### src/rtl/hms_clock_gen2.sv
// hms_clock_gen2: hour/minute/second timekeeper with a prescaler, 12h/24h display,
// optional packed-BCD I/O, validated synchronous load and a minute-resolution alarm.
module hms_clock_gen2 #(
  parameter int CLK_DIV = 1,
  parameter bit OUT_BCD = 1'b0
) (
  input  logic       clk,
  input  logic       reset,
  input  logic       ena,
  input  logic       mode24,
  input  logic       load,
  input  logic [7:0] load_hour,
  input  logic [7:0] load_min,
  input  logic [7:0] load_sec,
  input  logic       load_pm,
  input  logic       alarm_on,
  input  logic [4:0] alarm_h24,
  input  logic [5:0] alarm_min,
  output logic [7:0] hour,
  output logic [7:0] min,
  output logic [7:0] sec,
  output logic       pm,
  output logic       tick,
  output logic       day_wrap,
  output logic       alarm,
  output logic       load_err
);

  localparam int DIV_W = (CLK_DIV > 1) ? $clog2(CLK_DIV) : 1;
  localparam logic [DIV_W-1:0] DIV_LAST = DIV_W'(CLK_DIV - 1);

  function automatic logic [7:0] bcd_to_bin(input logic [7:0] v);
    return ({4'd0, v[7:4]} * 8'd10) + {4'd0, v[3:0]};
  endfunction

  function automatic logic [7:0] bin_to_bcd(input logic [7:0] v);
    logic [3:0] tens;
    logic [3:0] ones;
    tens = 4'(v / 8'd10);
    ones = 4'(v % 8'd10);
    return {tens, ones};
  endfunction

  function automatic logic nibbles_ok(input logic [7:0] v);
    return (v[7:4] <= 4'd9) && (v[3:0] <= 4'd9);
  endfunction

  logic [DIV_W-1:0] r_div;
  logic [4:0]       r_h24;
  logic [5:0]       r_m;
  logic [5:0]       r_s;
  logic             r_tick;
  logic             r_day_wrap;
  logic             r_alarm;
  logic             r_load_err;

  // Load decode: everything is validated in binary after optional BCD conversion.
  logic [7:0] w_ld_h;
  logic [7:0] w_ld_m;
  logic [7:0] w_ld_s;
  logic       w_bcd_ok;
  logic       w_h_ok;
  logic       w_ld_ok;
  logic [4:0] w_ld_h24;

  assign w_ld_h   = OUT_BCD ? bcd_to_bin(load_hour) : load_hour;
  assign w_ld_m   = OUT_BCD ? bcd_to_bin(load_min)  : load_min;
  assign w_ld_s   = OUT_BCD ? bcd_to_bin(load_sec)  : load_sec;
  assign w_bcd_ok = !OUT_BCD ||
                    (nibbles_ok(load_hour) && nibbles_ok(load_min) && nibbles_ok(load_sec));
  assign w_h_ok   = mode24 ? (w_ld_h <= 8'd23) : ((w_ld_h >= 8'd1) && (w_ld_h <= 8'd12));
  assign w_ld_ok  = w_bcd_ok && w_h_ok && (w_ld_m <= 8'd59) && (w_ld_s <= 8'd59);

  always_comb begin
    // NOTE: every always_comb output gets a default first so no path can infer a latch.
    w_ld_h24 = w_ld_h[4:0];
    if (!mode24) begin
      if (w_ld_h == 8'd12) w_ld_h24 = load_pm ? 5'd12 : 5'd0;
      else                 w_ld_h24 = w_ld_h[4:0] + (load_pm ? 5'd12 : 5'd0);
    end
  end

  logic       w_div_last;
  logic       w_s_wrap;
  logic       w_m_wrap;
  logic       w_h_wrap;
  logic       w_day_wrap;
  logic       w_alarm_hit;
  logic [4:0] w_h_nxt;
  logic [5:0] w_m_nxt;
  logic [5:0] w_s_nxt;

  assign w_div_last = (r_div == DIV_LAST);
  assign w_s_wrap   = (r_s == 6'd59);
  assign w_m_wrap   = (r_m == 6'd59);
  assign w_h_wrap   = (r_h24 == 5'd23);
  assign w_day_wrap = w_s_wrap && w_m_wrap && w_h_wrap;

  always_comb begin
    w_s_nxt = r_s + 6'd1;
    w_m_nxt = r_m;
    w_h_nxt = r_h24;
    if (w_s_wrap) begin
      w_s_nxt = 6'd0;
      w_m_nxt = r_m + 6'd1;
      if (w_m_wrap) begin
        w_m_nxt = 6'd0;
        w_h_nxt = w_h_wrap ? 5'd0 : r_h24 + 5'd1;
      end
    end
  end

  assign w_alarm_hit = alarm_on && (w_s_nxt == 6'd0) &&
                       (w_m_nxt == alarm_min) && (w_h_nxt == alarm_h24);

  // A load, valid or not, preempts any second advance on the same edge.
  always_ff @(posedge clk or posedge reset) begin
    if (reset) begin
      r_div      <= '0;
      r_h24      <= 5'd0;
      r_m        <= 6'd0;
      r_s        <= 6'd0;
      r_tick     <= 1'b0;
      r_day_wrap <= 1'b0;
      r_alarm    <= 1'b0;
      r_load_err <= 1'b0;
    end else begin
      // NOTE: non-blocking assignments so every register samples pre-edge values.
      r_tick     <= 1'b0;
      r_day_wrap <= 1'b0;
      r_alarm    <= 1'b0;
      r_load_err <= 1'b0;
      if (load) begin
        if (w_ld_ok) begin
          r_h24 <= w_ld_h24;
          r_m   <= w_ld_m[5:0];
          r_s   <= w_ld_s[5:0];
          r_div <= '0;
        end else begin
          r_load_err <= 1'b1;
        end
      end else if (ena) begin
        if (w_div_last) begin
          r_div      <= '0;
          r_h24      <= w_h_nxt;
          r_m        <= w_m_nxt;
          r_s        <= w_s_nxt;
          r_tick     <= 1'b1;
          r_day_wrap <= w_day_wrap;
          r_alarm    <= w_alarm_hit;
        end else begin
          r_div <= r_div + 1'b1;
        end
      end
    end
  end

  logic [4:0] w_h_mod;
  logic [4:0] w_h12;
  logic [7:0] w_hour_bin;
  logic [7:0] w_min_bin;
  logic [7:0] w_sec_bin;

  assign w_h_mod    = (r_h24 >= 5'd12) ? (r_h24 - 5'd12) : r_h24;
  assign w_h12      = (w_h_mod == 5'd0) ? 5'd12 : w_h_mod;
  assign w_hour_bin = mode24 ? {3'd0, r_h24} : {3'd0, w_h12};
  assign w_min_bin  = {2'd0, r_m};
  assign w_sec_bin  = {2'd0, r_s};

  assign hour     = OUT_BCD ? bin_to_bcd(w_hour_bin) : w_hour_bin;
  assign min      = OUT_BCD ? bin_to_bcd(w_min_bin)  : w_min_bin;
  assign sec      = OUT_BCD ? bin_to_bcd(w_sec_bin)  : w_sec_bin;
  assign pm       = !mode24 && (r_h24 >= 5'd12);
  assign tick     = r_tick;
  assign day_wrap = r_day_wrap;
  assign alarm    = r_alarm;
  assign load_err = r_load_err;

endmodule

### config.mk
export PLATFORM = sky130hd
export DESIGN_NAME = hms_clock_gen2
export DESIGN_NICKNAME = d
export VERILOG_FILES = /design/src/rtl/hms_clock_gen2.sv
export SDC_FILE = /design/constraint.sdc
export NUM_CORES = 1
export LEC_CHECK = 0
export CAP_MARGIN = 15
export CORE_MARGIN = 2
export CORE_UTILIZATION = 52
export DETAILED_ROUTE_END_ITERATION = 8
export PLACE_DENSITY = 0.88
export SYNTH_ARGS = -nofsm -noshare
export SYNTH_HDL_FRONTEND = slang
export SYNTH_SLANG_ARGS = --single-unit
### constraint.sdc
create_clock -name clk -period 5.8 [get_ports clk]
set_input_delay 1.74 -clock clk [delete_from_list [all_inputs] [get_ports clk]]
set_output_delay 1.74 -clock clk [all_outputs]
set_load 0.02 [all_outputs]
==> flow_summary.toml, run 1 <==
[drt]
vias = 2427
drc = 0
antenna_left = 0
first_iter_violations = 184
routed_via_density = 6.144
wire_per_inst_um = 16.96
first_pass_iters = 5
wl_um = 6700

[global_routing]
busiest_layer = "met2"
grt_overflow = 0
grtUsageTotal_pct = 26.85
use_met1_pct = 37.61
grt_max_degree = 29
grt_pass1_vias = 2264
grt_util_met3_pct = 3.276
met2_usage_pct = 42.99
grt_pass1_wl_um = 10920
antenna_found_initial = 0

[floorplan]
dieArea_sq_um = 5008
dieHeight_um = 70.77
num_rows = 24
core_sq_um = 4324
pin_count = 71
die_x_um = 70.77
start_util_pct = 53.62

[critical_path]
worst_setup_path_end_kind = "primary output"
r2r_slack_ns = 3.03
r2r-end = "alarm"
crit_type = "input port to primary output"
startpoint_type = "input port"
r2r-start = "r_s[0]"
crit_arrival_ns = 3.39
worstPathMaxFanout = 16
cp_data_required_time_ns = 4.06
worstRegToRegCells = 7

[clocking]
clock_latency_ns = 0.27
clockRootBuffer = "clkbuf_8"
ctsHoldBuffers = 0
cts_resized = 0
cts.path.max_buffers = 2
numClockSinks = 21
numCtsBuffers = 3
cts_setup_buffers = 0
cts_tree = "built"
cts.clk_slew.worst_paths_ns = 0.09
htree_levels = 1

[yosys]
synth_cell_types = 61
synth_edf_count = 0
yosysSeqAreaShare_pct = 22.67
synth_area_sq_um = 2318
async_flop_share_pct = 100.0
synth.ff_latch_count = 21
syn-instance-count = 295
synthFlopType = "dfrtp_1"
yosysWarnings = 0
avgSynthCellArea_sq_um = 7.859

[power_and_ir_drop]
comb_power_share_pct = 56.3
p_leak_nw = 1.121
switching_share_pct = 48.77
power_frac_seq_pct = 31.8
p_clk_share_pct = 11.9
vdd_drop_max_mv = 0.1667
powerDensity_nw_per_um2 = 305.1
power.switching_w = 0.0004390
internal_power_w = 0.0004612

[finish]
final_nets = 395
final_cell_mix = "63 x clkdlybuf4s50_1, 22 x o21ai_0, 22 x nand2_1, 22 x a21oi_1"
area_growth_pct = 27.25
final.fill_count = 392
drive_gt1_share_pct = 5.539
mostFrequentLayoutCell = "clkdlybuf4s50_1"
postLayoutCellArea_sq_um = 2950
antenna_cells = 0

[min_path]
hold_end = "r_h24[1]"
hold_start = "r_h24[1]"
min_delay_path_depth = 1
min-delay-path-class = "flop to flop"

[timing]
setup_tns_ns = 0
fin_skew_ns = 0.005879
slew-limit-headroom_pct = 41.33
rsz0062_at_grt = "no"
fmax_ghz = 0.1950
setup_violations = 0
hold_viol = 0
fin_crit_sh_pct = 88.40
fin_crit_ns = 5.127
worst_slew_pin_slew_ns = 0.8791
drv_slew = 0

[place]
gp_congestion = 0.9000
placed_area_sq_um = 2902
io_buffers = 63
dp_hpwl_um = 5043

[run]
cap_violations = 0

[run_status]
status = "completed"
[metal layers]
layer	share of wire [%]	up-vias
met1	45	1149
li1	-	1173
met2	46	95
met4	2.4	0
met3	6.4	10
met5	0	-
[flip-flops by register name, summed over array words and instances, names as in the netlist]
| signal | cells |
|---|---|
| r_s | 6 |
| r_h24 | 5 |
| alarm | 1 |
| load_err | 1 |
| r_m | 6 |
| day_wrap | 1 |
| tick | 1 |
[power groups by stage]
stage               logic, W  clock network [W]  registers (W)
finish              0.000507           0.000107       0.000286
global route        0.000547           0.000110       0.000299
CTS                 0.000503           0.000105       0.000285
detailed placement  0.000502                  0       0.000288
global placement    0.000496                  0       0.000284
floorplan           0.000359                  0       0.000257
[cells in the mapped netlist, drive strengths merged, types with 4 or more instances]
cell | n | share of area, %
buf | 15 | 4.5
ha | 8 | 4.3
a221oi | 4 | 1.5
nand3 | 9 | 2.7
mux2 | 6 | 2.9
nand4 | 6 | 1.6
and3 | 5 | 1.3
a21o | 4 | 1.3
nor4 | 10 | 3.9
nor2 | 21 | 3.4
nor2b | 8 | 2.2
o211ai | 6 | 1.9
inv | 14 | 2.3
mux2i | 13 | 5.6
xnor2 | 5 | 1.9
nand2b | 8 | 2.2
dfrtp | 21 | 23
nor3 | 8 | 2.2
a21oi | 22 | 4.7
nand2 | 22 | 3.6
o21ai | 22 | 4.7
clkbuf | 12 | 2.0
[metrics by stage]
stage               cells  total power (W)  worst slack, ns  hold slack [ns]  util (%)
finish                395        0.0009001           0.6729           0.6162     68.23
global route          395        0.0009552           0.5972           0.6539     68.23
CTS                   395        0.0008928           0.6692           0.6139     68.23
detailed placement    391        0.0007897           0.6697           0.5937     67.10
global placement      391        0.0007805           0.6801           0.5748     67.10
floorplan             301        0.0006160            1.541           0.5329         -
[logic make-up after synthesis]
logic type                 Yosys count  synth area share [%]
adders and majority gates            9                 5.181
and+or+nand+nor                    112                 28.12
AOI/OAI and AO/OA                   84                 23.58
buffers and inverters               41                 8.742
xor gates and xnor gates             8                 3.022
muxes                               19                 8.526
DFF                                 21                 22.67
other                                1                0.1617
[worst max-delay path, stage by stage]
cell             delay (ns)
clkdlybuf4s50_1        0.39
buf_4                  0.18
or3_1                  0.31
o21ai_0                0.14
clkdlybuf4s50_1        0.62
[layout make-up]
| type | count | area, sq um | share of cell area (%) |
|---|---|---|---|
| clock inverters | 1 | 7.507 | 0.2545 |
| clock buffers | 3 | 41.29 | 1.399 |
| well taps | 52 | 65.06 | 2.205 |
| inverters | 14 | 52.55 | 1.781 |
| repair buffers | 65 | 645.6 | 21.88 |
| flip-flops and latches | 21 | 525.5 | 17.81 |
| multi-input cells | 239 | 1613 | 54.67 |
[how the worst max path moves through the flow]
stage,startpoint,end,slack [ns],cells past startpoint
CTS,mode24,hour[4],0.67,5
finish,mode24,hour[4],0.67,5
detailed placement,mode24,hour[4],0.67,5
floorplan,mode24,hour[4],1.54,2
global placement,mode24,hour[4],0.68,5
global route,mode24,hour[4],0.60,5
Note: power is estimated with default switching activity, not from simulation.
==> run 2, diff against run 1 <==
--- a/config.mk
+++ b/config.mk
@@ -6,9 +6,10 @@
 export NUM_CORES = 1
 export LEC_CHECK = 0
 export CAP_MARGIN = 15
-export CORE_MARGIN = 2
+export CORE_MARGIN = 3
 export CORE_UTILIZATION = 52
 export DETAILED_ROUTE_END_ITERATION = 8
+export GPL_TIMING_DRIVEN = 0
 export PLACE_DENSITY = 0.88
 export SYNTH_ARGS = -nofsm -noshare
 export SYNTH_HDL_FRONTEND = slang
==> run 2 against run 1 <==
  * Sequential cell count unchanged
  * First-iteration DRC count grew 26%
  * Critical path depth unchanged
  * Utilization increased by 5.9 points
  * Critical path type unchanged
  * Clock-buffer cell count unchanged
  * Critical endpoint is now hour[3]
  * Hold slack gained 0.0013 ns
  * Final cell count up 5.6%
  * Routed wire length increased by 15%
  * Design area rose by 4.2%
  * Die area is 5.7% higher
  * Combinational power increased by 21%
==> flow_summary.toml, run 2 (synthesis gave the netlist of run 1 again) <==
[run_status]
status = "completed"

[global_routing]
met2_usage_pct = 49.20
use_met1_pct = 37.10
grt_pass1_vias = 2501
grt_overflow = 0
grt_pass1_wl_um = 12030
grtUsageTotal_pct = 29.27
antenna_found_initial = 0
grt_util_met3_pct = 3.857
busiest_layer = "met2"
grt_max_degree = 22

[timing]
setup_tns_ns = 0
fin_skew_ns = 0.01139
slew-limit-headroom_pct = 40.07
fin_crit_sh_pct = 90.78
rsz0062_at_grt = "no"
timing.final.ws_setup_ns = 0.5349
drv_slew = 0
worst_slew_pin_slew_ns = 0.8980
setup_violations = 0
hold_viol = 0
fmax_ghz = 0.1899
fin_crit_ns = 5.265

[clocking]
clock_latency_ns = 0.28
htree_levels = 1
cts_tree = "built"
cts_resized = 0
clockRootBuffer = "clkbuf_8"
cts.path.max_buffers = 2
ctsHoldBuffers = 0
cts_setup_buffers = 0
numClockSinks = 21
cts.clk_slew.worst_paths_ns = 0.08
numCtsBuffers = 3

[floorplan]
num_rows = 23
start_util_pct = 55.95
die_x_um = 72.77
pin_count = 71
dieArea_sq_um = 5295
core_sq_um = 4144
dieHeight_um = 72.77

[drt]
wire_per_inst_um = 18.40
vias = 2631
first_iter_violations = 232
wl_um = 7673
first_pass_iters = 5
routed_via_density = 6.309
antenna_left = 0
drc = 0

[place]
placed_area_sq_um = 3024
gp_congestion = 0.9921
pre_cts_ws_ns = 0.5417
io_buffers = 62
dp_hpwl_um = 5879
placed_cells = 413

[critical_path]
crit_slowest_cell = "clkdlybuf4s50_1"
crit_start = "mode24"
crit_arrival_ns = 3.53
r2r-start = "r_s[0]"
critPathCapture = "hour[3]"
r2r-end = "alarm"
worst_setup_path_end_kind = "primary output"
startpoint_type = "input port"
crit_type = "input port to primary output"
slowest_delay_ns = 0.62
worstPathMaxFanout = 10
cp_data_required_time_ns = 4.06
r2r_slack_ns = 3.10
worstRegToRegCells = 9
cp_cell_sequence = "clkdlybuf4s50_1, clkbuf_1, nor3b_1, a21oi_1, clkdlybuf4s50_1"
path_common_cell = "clkdlybuf4s50_1"

[finish]
drive_gt1_share_pct = 8.992
area_growth_pct = 32.54
instances_no_fill = 417
reg_top3 = "r_m x6, r_s x6, r_h24 x5"
postLayoutCellArea_sq_um = 3073
final_nets = 419
multiInputGateArea_sq_um = 1613
ff_latch_area_sq_um = 525.5
final.fill_count = 347
final_cell_mix = "62 x clkdlybuf4s50_1, 22 x o21ai_0, 22 x nand2_1, 22 x a21oi_1"
mostFrequentLayoutCell = "clkdlybuf4s50_1"
antenna_cells = 0

[min_path]
min-delay-path-class = "flop to flop"
min_delay_path_depth = 1

[run]
cap_violations = 0

[power_and_ir_drop]
powerDensity_nw_per_um2 = 308.0
vdd_drop_max_mv = 0.1870
p_leak_nw = 1.194
-- run 2: changes by cell type in the layout (fill, tap and decap cells not counted), sizes merged --
cell	delta
clkdlybuf4s50	-1
clkbuf	+12
buf	+13
-- run 2: power breakdown --
part           switching [W]  internal [W]  total, W
Sequential         0.0000437      0.000182  0.000226
Combinational       0.000357      0.000256  0.000613
Clock              0.0000587     0.0000488  0.000108
-- run 2: metrics by stage --
stage                     util [%]  hold slack, ns  power [W]
after floorplan                  -          0.5329  0.0006160
after CTS                    74.15          0.6075  0.0009354
after global routing         74.15          0.6467   0.001007
final                        74.15          0.6175  0.0009466
after global placement       72.98          0.5659  0.0008181
after detailed placement     72.98          0.5889  0.0008269
-- run 2: layout make-up --
cell class | instances | share of cell area (%)
Inverter | 14 | 1.710
Clock buffer | 3 | 1.344
Tap cell | 50 | 2.036
Sequential cell | 21 | 17.10
Multi-Input combinational cell | 239 | 52.48
Clock inverter | 1 | 0.2443
Timing Repair Buffer | 62 | 20.20
Buffer | 27 | 4.886
-- run 2: how the worst min path moves through the flow --
stage | from | endpoint
floorplan | r_h24[1] | r_h24[1]
global placement | r_h24[1] | r_h24[1]
detailed placement | r_h24[1] | r_h24[1]
CTS | r_h24[1] | r_h24[1]
global route | r_h24[1] | r_h24[1]
finish | r_h24[1] | r_h24[1]
-- run 2: metal layers --
| layer | routed length, um | vias to the layer above |
|---|---|---|
| li1 | - | 1223 |
| met1 | 3140 | 1238 |
| met2 | 3630 | 143 |
| met3 | 604 | 27 |
| met4 | 299 | 0 |
| met5 | 0 | - |
-- run 2: worst max-delay path: cells and delay by family --
kind            cells  cell delay, ns
simple gates        1            0.10
buf+inv             3            1.53
compound gates      1            0.15
